## src/rtl/spi_master_param.sv

```systemverilog
// spi_master_param: CPOL/CPHA SPI master with clock divider and one-hot chip selects; `define SPI_MASTER_LOOPBACK_EN adds a loopback input.
module spi_master_param #(
  parameter int DATA_W = 8,
  parameter int NUM_CS = 2,
  parameter int CLK_DIV = 2,
  parameter bit MSB_FIRST = 1'b1,
  localparam int CS_W = NUM_CS > 1 ? $clog2(NUM_CS) : 1
) (
  input  logic              clk,
  input  logic              rst,
  input  logic              start,
  input  logic [DATA_W-1:0] din,
  input  logic [CS_W-1:0]   cs_sel,
  input  logic              cpol,
  input  logic              cpha,
`ifdef SPI_MASTER_LOOPBACK_EN
  input  logic              loopback,
`endif
  input  logic              miso,
  output logic              sclk,
  output logic              mosi,
  output logic [NUM_CS-1:0] cs_n,
  output logic [DATA_W-1:0] dout,
  output logic              busy,
  output logic              done
);
  localparam int HW = CLK_DIV > 1 ? $clog2(CLK_DIV) : 1;
  localparam int EW = $clog2(2 * DATA_W);
  typedef enum logic [2:0] {IDLE, SETUP, SHIFT, HOLD, DONE} state_t;
  state_t state, state_nxt;
  logic [HW-1:0] hcnt;
  logic [EW-1:0] ecnt;
  logic [DATA_W-1:0] tx_q, rx_q;
  logic [CS_W-1:0] cs_q;
  logic cpha_q, accept, h_last, e_last, toggle, lead, smp, drv, active, rx_bit;
  function automatic logic first_bit(input logic [DATA_W-1:0] x);
    return MSB_FIRST ? x[DATA_W-1] : x[0];
  endfunction
  function automatic logic [DATA_W-1:0] shl(input logic [DATA_W-1:0] x);
    return MSB_FIRST ? x << 1 : x >> 1;
  endfunction
  assign accept = state == IDLE && start;
  assign h_last = hcnt == HW'(CLK_DIV - 1);
  assign e_last = ecnt == EW'(2 * DATA_W - 1);
  assign toggle = state == SHIFT && h_last;
  assign lead = !ecnt[0];
  assign smp = toggle && (lead ^ cpha_q);
  assign drv = toggle && (cpha_q ? lead : !lead && !e_last);
  assign active = state == SETUP || state == SHIFT || state == HOLD;
  assign busy = state != IDLE;
  assign done = state == DONE;
  for (genvar i = 0; i < NUM_CS; i++) begin : g_cs
    assign cs_n[i] = !(active && cs_q == CS_W'(i));
  end
`ifdef SPI_MASTER_LOOPBACK_EN
  logic lb_q;
  always_ff @(posedge clk)
    if (rst) lb_q <= 1'b0;
    else if (accept) lb_q <= loopback;
  assign rx_bit = lb_q ? mosi : miso;
`else
  assign rx_bit = miso;
`endif
  always_comb begin
    state_nxt = state;
    case (state)
      IDLE:    state_nxt = start ? SETUP : IDLE;
      SETUP:   state_nxt = h_last ? SHIFT : SETUP;
      SHIFT:   state_nxt = h_last && e_last ? HOLD : SHIFT;
      HOLD:    state_nxt = h_last ? DONE : HOLD;
      default: state_nxt = IDLE;
    endcase
  end
  always_ff @(posedge clk)
    if (rst) state <= IDLE;
    else state <= state_nxt;
  // sclk is a register that already sits at the idle level whenever no edge is pending
  always_ff @(posedge clk) begin
    if (rst) begin
      hcnt <= '0;
      ecnt <= '0;
      tx_q <= '0;
      rx_q <= '0;
      cs_q <= '0;
      cpha_q <= 1'b0;
      sclk <= 1'b0;
      mosi <= 1'b0;
      dout <= '0;
    end else begin
      hcnt <= (state == IDLE || h_last) ? '0 : hcnt + 1'b1;
      if (toggle) begin
        sclk <= ~sclk;
        ecnt <= e_last ? '0 : ecnt + 1'b1;
      end
      if (accept) begin
        tx_q <= cpha ? din : shl(din);
        mosi <= !cpha && first_bit(din);
        cs_q <= cs_sel;
        cpha_q <= cpha;
        sclk <= cpol;
        ecnt <= '0;
        rx_q <= '0;
      end
      if (drv) begin
        mosi <= first_bit(tx_q);
        tx_q <= shl(tx_q);
      end
      if (smp) rx_q <= MSB_FIRST ? {rx_q[DATA_W-2:0], rx_bit} : {rx_bit, rx_q[DATA_W-1:1]};
      if (state == HOLD && h_last) dout <= rx_q;
    end
  end
endmodule

```

## config.mk

```make
export PLATFORM = sky130hd
export DESIGN_NAME = spi_master_param
export DESIGN_NICKNAME = d
export VERILOG_FILES = /design/src/rtl/spi_master_param.sv
export SDC_FILE = /design/constraint.sdc
export NUM_CORES = 1
export LEC_CHECK = 0
export ABC_AREA = 1
export BUFFER_PORTS_ARGS = -buffer_cell sky130_fd_sc_hd__buf_2
export CAP_MARGIN = 25
export CELL_PAD_IN_SITES_DETAIL_PLACEMENT = 1
export CELL_PAD_IN_SITES_GLOBAL_PLACEMENT = 2
export CORE_MARGIN = 3
export CORE_UTILIZATION = 30
export CTS_CLUSTER_SIZE = 28
export DETAILED_ROUTE_END_ITERATION = 8
export GPL_ROUTABILITY_DRIVEN = 0
export PLACE_DENSITY_LB_ADDON = 0.1
export SYNTH_ARGS = -nofsm -noshare
export SYNTH_HDL_FRONTEND = slang
export SYNTH_SLANG_ARGS = --single-unit
```

## constraint.sdc

```tcl
create_clock -name clk -period 1.5 [get_ports clk]
set_input_delay 0.45 -clock clk [delete_from_list [all_inputs] [get_ports clk]]
set_output_delay 0.45 -clock clk [all_outputs]
set_load 0.005 [all_outputs]
```

# Word-level counts from Yosys, hierarchy flattened
# Cells that the tools add are included.
[classes] muxes=16 n_shift=0 n_reduce_logical=26 bitwise=3 n_div=0 order_cmp=0 eq_ne=5 addsub=2 multipliers=0
[op_table] cell="$mux 8" count=5
[op_table] cell="$pmux 3 s4" count=1
[op_table] cell="$logic_and 1x1->1" count=10
[op_table] cell="$mux 1" count=7
[op_table] cell="$eq 3x2->1 const B" count=2
[op_table] cell="$reduce_bool 2->1" count=3
[op_table] cell="$reduce_or 2->1" count=3
[op_table] cell="$logic_not 1->1" count=5
[op_table] cell="$add 4x1->4 const B" count=1
[op_table] cell="$eq 4x4->1 const B" count=1
[op_table] cell="$mux 4" count=1
[op_table] cell="$eq 3x1->1 const B" count=1
[op_table] cell="$eq 3x3->1 const B" count=1
[op_table] cell="$logic_not 3->1" count=1
[op_table] cell="$logic_or 1x1->1" count=3
[op_table] cell="$mux 3" count=1
[op_table] cell="$reduce_bool 3->1" count=1
[op_table] cell="$mux 2" count=1
[op_table] cell="$not 1->1" count=2
[op_table] cell="$add 1x1->1 const B" count=1
[op_table] cell="$xor 1x1->1" count=1
[totals] rom_bits=0 n_memories=0 out_inout_bits=14 ff_bits=36 input_bits=15 elab_cells=63 ramBits=0 latchBits=0

# Depth between registers and ports, before layout
[logic_depth] word_depth=6 depth_mapped=9 ltp_nobuf=8

# Worst setup path after synthesis
# OpenSTA, ideal clock, no wires.
[synth_timing] path_type="reg-to-reg" start="register ecnt[0]" end="register tx_q[6]" path_buffers=1 stages_incl_launch_ff=10 setup_time_ns=0.131 slack_ns=0.174 required_time_ns=1.369 period_less_slack_ns=1.326 arrival_time_ns=1.195 path_cell_list="dfxtp_1 ha_1 inv_1 nor2_1 nand2_2 nand3_4 buf_6 nand2_2 nand2_1 a21oi_2"
[synth_via] elab_chain_cells=6 elab_cells_between_ends=8 cone_classes="eq/ne (1); mux (2); reduce/logical (5)"
[synth_lines] element="from (decl)" line="32" source="logic [EW-1:0] ecnt;"
[synth_lines] element="from (signal assigned)" line="93" source="ecnt <= e_last ? '0 : ecnt + 1'b1;"
[synth_lines] element="$eq 4x4->1" line="44" source="assign e_last = ecnt == EW'(2 * DATA_W - 1);"
[synth_lines] element="$logic_not 1->1" line="48" source="assign drv = toggle && (cpha_q ? lead : !lead && !e_last);"
[synth_lines] element="$logic_and 1x1->1" line="48"
[synth_lines] element="$mux 1 *" line="48"
[synth_lines] element="$logic_and 1x1->1 *" line="48"
[synth_lines] element="$mux 8 or $reduce_bool 2->1 (tied branches)"
[synth_lines] element="to (signal assigned)" line="96" source="tx_q <= cpha ? din : shl(din);"
[synth_lines] element="to (signal assigned)" line="106" source="tx_q <= shl(tx_q);"
[synth_lines] element="to (decl)" line="33" source="logic [DATA_W-1:0] tx_q, rx_q;"
# Mark *: on every way between the ends. The rest lies on a longest branch, timed or not.
# A chain may end at the register's enable or synchronous reset.

# Worst setup path in the final report
[layout_timing] start="register state[0]" end="output port busy"
[layout_via] elab_chain_cells=1
[layout_lines] element="from (decl)" line="30" source="state_t state, state_nxt;"
[layout_lines] element="from (signal assigned)" line="76" source="else state <= state_nxt;"
[layout_lines] element="$reduce_bool 3->1" line="50" source="assign busy = state != IDLE;"
[layout_lines] element="to (decl)" line="24" source="output logic busy,"
# Every way passes these cells.

==> impl_results.rst <==
.. list-table::
   :header-rows: 1

   * - Metric
     - Value
   * - Outcome
     - finished with violations
   * - Violations in the final reports
     - setup timing
   * - Slowest Stage Delay on Critical Path
     - 0.34 ns
   * - Root Buffer
     - sky130_fd_sc_hd__clkbuf_8
   * - Residual DRC count
     - 0
   * - Largest cells by area after synthesis
     - sky130_fd_sc_hd__dfxtp_1, sky130_fd_sc_hd__nand2_1, sky130_fd_sc_hd__a21oi_1
   * - Antenna violations before repair
     - 0
   * - Reported max-cap violation count
     - 0
   * - Required time of the critical path
     - 1.05 ns
   * - Fin cells
     - 364
   * - Net count of the mapped netlist
     - 263
   * - Origin of the worst setup path
     - state[0]
   * - X dimension of the die
     - 81.89 um
   * - Vertical extent of the die
     - 81.89 um
   * - Routed wire length
     - 4731 um
   * - Final Slew Violations
     - 0
   * - Core area
     - 5540 sq um
   * - Num rows
     - 27
   * - Initial standard-cell utilization of the core
     - 0.3119
   * - Power density normalized to cell area
     - 1092 nW/um^2
   * - Average instance area after synthesis
     - 6.996 sq um
   * - Kind of critical path
     - flip-flop to primary output
   * - Cells along the critical path
     - inv_4 > nand2_4 > nor2_4 > inv_2 > buf_6
   * - Highest clock rate
     - 666.1 MHz
   * - DP Wirelength
     - 3274 um
   * - Worst hold-check path type
     - primary input to flip-flop
   * - Count of inserted antenna diode cells
     - 0
   * - Via count of the first global-routing pass
     - 1584
   * - Sinks on Clock Net
     - 36
   * - Source of the worst register-to-register timing path
     - state[0]
   * - Setup repair after global routing missed its margin
     - true
   * - Most frequent cells in the layout
     - sky130_fd_sc_hd__nand2_1, sky130_fd_sc_hd__dfxtp_1, sky130_fd_sc_hd__inv_1, sky130_fd_sc_hd__a21oi_1, sky130_fd_sc_hd__nand3_1
   * - Number of port buffers
     - 28
   * - Peak ir drop on the vdd network
     - 0.0004091 V
   * - Count of buffer and inverter cells on the critical path
     - 3
   * - Final setup viols
     - 1
   * - Area Growth Syn to Fin
     - 31.43%
   * - Clock latency on the worst-skew pair
     - 0.29 ns
   * - Post-Place Cells
     - 350
   * - Crit path launch type
     - flip-flop
   * - Fraction of layout instances using a drive strength above 1
     - 0.2671
   * - Via total after detailed routing
     - 1671
   * - Violation count after the first detailed-routing iteration
     - 47
   * - Critical path data arrival time
     - 1.05 ns
   * - Count of yosys warnings during synthesis
     - 0
   * - Synth top area share
     - 0.4171
   * - Largest fanout of any net on the critical path
     - 4
   * - Maximum level of the CTS H-tree
     - 2
   * - CTS tree
     - done
   * - Final setup slack of the worst path
     - -0.001346 ns
   * - Smallest hold slack
     - 0.4060 ns
   * - Element type at the critical path end
     - primary output
   * - Maximum number of pins on one net before global-route repair
     - 18
   * - I/O pin cnt
     - 29
   * - Start point of the worst min-delay path
     - miso
   * - DR pass1 iterations
     - 4
   * - Number of antenna-violating nets in the routed design
     - 0
   * - Most frequent standard cell in the layout excluding fill and tap cells
     - sky130_fd_sc_hd__nand2_1
   * - Top Family by Delay on Critical Path
     - flip-flops
   * - Summed instance area of the synthesized netlist
     - 1728 sq um
   * - NumNets Final
     - 307
   * - Remaining global-route overflow
     - 0
   * - Static Leak
     - 0.9764 nW
   * - Layout Cell Area excl Fill
     - 2271 sq um
   * - Post-DR wirelength/cell
     - 13.00 um
   * - Slowest stage cell, crit path
     - sky130_fd_sc_hd__dfxtp_2
   * - Clock skew after layout
     - 0.005929 ns
   * - Global-route wire length before repair
     - 7672 um
   * - Max-slew headroom
     - 0.8420
   * - Minimum period implied by the final worst setup slack
     - 1.501 ns
   * - Cell taking the most area after synthesis
     - sky130_fd_sc_hd__dfxtp_1
   * - Overall power consumption
     - 0.002480 W
   * - Least-Margin Pin Slew
     - 0.2350 ns
   * - Largest buffer count on any clock path
     - 2
   * - Final worst-path cycle share
     - 1.001
   * - Final number of hold-violating endpoints
     - 0
   * - Total routing usage reported by global routing
     - 0.1520
   * - Via/cell ratio
     - 4.591
   * - Number of register bits inferred by synthesis
     - 36
   * - Clock-pin slew of the registers on the worst-case setup and hold paths
     - 0.08 ns
   * - Post-placement cell area
     - 2008 sq um
   * - Synthesized netlist cell count
     - 247
   * - Number of buffers created by CTS
     - 5
   * - Setup TNS Final
     - -0.001346 ns
   * - Sequential area share after synthesis
     - 0.4171
   * - Die area
     - 6706 sq um
   * - Library cells used by synthesis
     - 23
-- area by class of cell --
| class | count | area (sq um) |
|---|---|---|
| well taps | 72 | 90.09 |
| clock buffers | 5 | 68.82 |
| fillers | 728 | 3269 |
| clock inverters | 3 | 90.09 |
| inverters | 34 | 135.1 |
| multi-input cells | 167 | 865.8 |
| flip-flops and latches | 36 | 728.2 |
| repair buffers | 47 | 292.8 |
-- metrics by stage --
stage | util | setup WS (ns)
after floorplan | - | 0.1742
after global placement | 0.3625 | 0.1336
after detailed placement | 0.3625 | 0.1241
after CTS | 0.3997 | -0.04671
after global routing | 0.4099 | -0.05911
final | 0.4099 | -0.001346
-- flip-flops by register name (all words and copies together), names as in the netlist --
register,count
cpha_q,1
cs_q,1
dout,8
ecnt,4
h_last,1
mosi,1
rx_q,8
sclk,1
state,3
tx_q,8
-- cell usage after synthesis --
cell type / instances
sky130_fd_sc_hd__nor2_1: 12
sky130_fd_sc_hd__a21oi_2: 1
sky130_fd_sc_hd__nand3_1: 29
sky130_fd_sc_hd__nand2_1: 58
sky130_fd_sc_hd__buf_2: 5
sky130_fd_sc_hd__or2_0: 1
sky130_fd_sc_hd__nor2_8: 1
sky130_fd_sc_hd__inv_2: 3
sky130_fd_sc_hd__nand3_4: 2
sky130_fd_sc_hd__inv_1: 31
sky130_fd_sc_hd__a21oi_1: 30
sky130_fd_sc_hd__o31ai_1: 1
sky130_fd_sc_hd__dfxtp_1: 36
sky130_fd_sc_hd__buf_6: 1
sky130_fd_sc_hd__nor3_1: 1
sky130_fd_sc_hd__o211ai_1: 1
sky130_fd_sc_hd__clkbuf_1: 5
sky130_fd_sc_hd__ha_1: 1
sky130_fd_sc_hd__xnor2_1: 1
sky130_fd_sc_hd__o21ai_0: 12
sky130_fd_sc_hd__nand2_2: 4
sky130_fd_sc_hd__o21a_1: 1
sky130_fd_sc_hd__nand4_1: 10
-- worst register-to-register path, cell delays in order, from the launching register on --
cell and delay, ns:
sky130_fd_sc_hd__dfxtp_2 0.34, sky130_fd_sc_hd__inv_4 0.08, sky130_fd_sc_hd__buf_4 0.12, sky130_fd_sc_hd__nand2_2 0.08, sky130_fd_sc_hd__nor2_8 0.22, sky130_fd_sc_hd__nand2_1 0.14
sky130_fd_sc_hd__or2_0 0.24, sky130_fd_sc_hd__a21oi_1 0.13
-- logic make-up (layout without fill, tap and decap cells) --
logic type | count (synthesis) | in the layout | synth area share
AO/OA/AOI/OAI | 46 | 46 | 0.1398
XOR/XNOR | 1 | 1 | 0.005070
adder cells (fa/ha/maj) | 1 | 1 | 0.007240
buffers and inverters | 45 | 89 | 0.1057
flip-flops | 36 | 36 | 0.4171
AND/OR/NAND/NOR | 118 | 119 | 0.3251
-- worst paths after layout --
path	end	slack [ns]	depth (start not counted)
worst max-delay path	busy	-0.001	5
worst min-delay path	rx_q[0]	0.41	3
worst max register to register	ecnt[2]	0.10	7
worst min register to register	dout[6]	0.44	2
-- metal layers --
| metal | routed length (um) | track usage | vias up |
|---|---|---|---|
| met5 | 0 | 0 | - |
| met4 | 72 | 0.05482 | 0 |
| met3 | 160 | 0.04386 | 6 |
| met2 | 2048 | 0.2302 | 23 |
| met1 | 2449 | 0.2040 | 747 |
| li1 | - | - | 895 |
-- report_power, final --
part	internal, W	switching, W
clock network	0.000832	0.000374
registers	0.000982	0.0000169
logic	0.000114	0.000161
-- timing repair --
item	4_1_cts	5_1_grt
cloned	0	1
resized for setup	9	11
hold buffers	0	0
setup buffers	4	1
endpoints found under the setup margin	3	11
pin swaps	1	5
No activity file was read; power rests on OpenSTA's default activity.
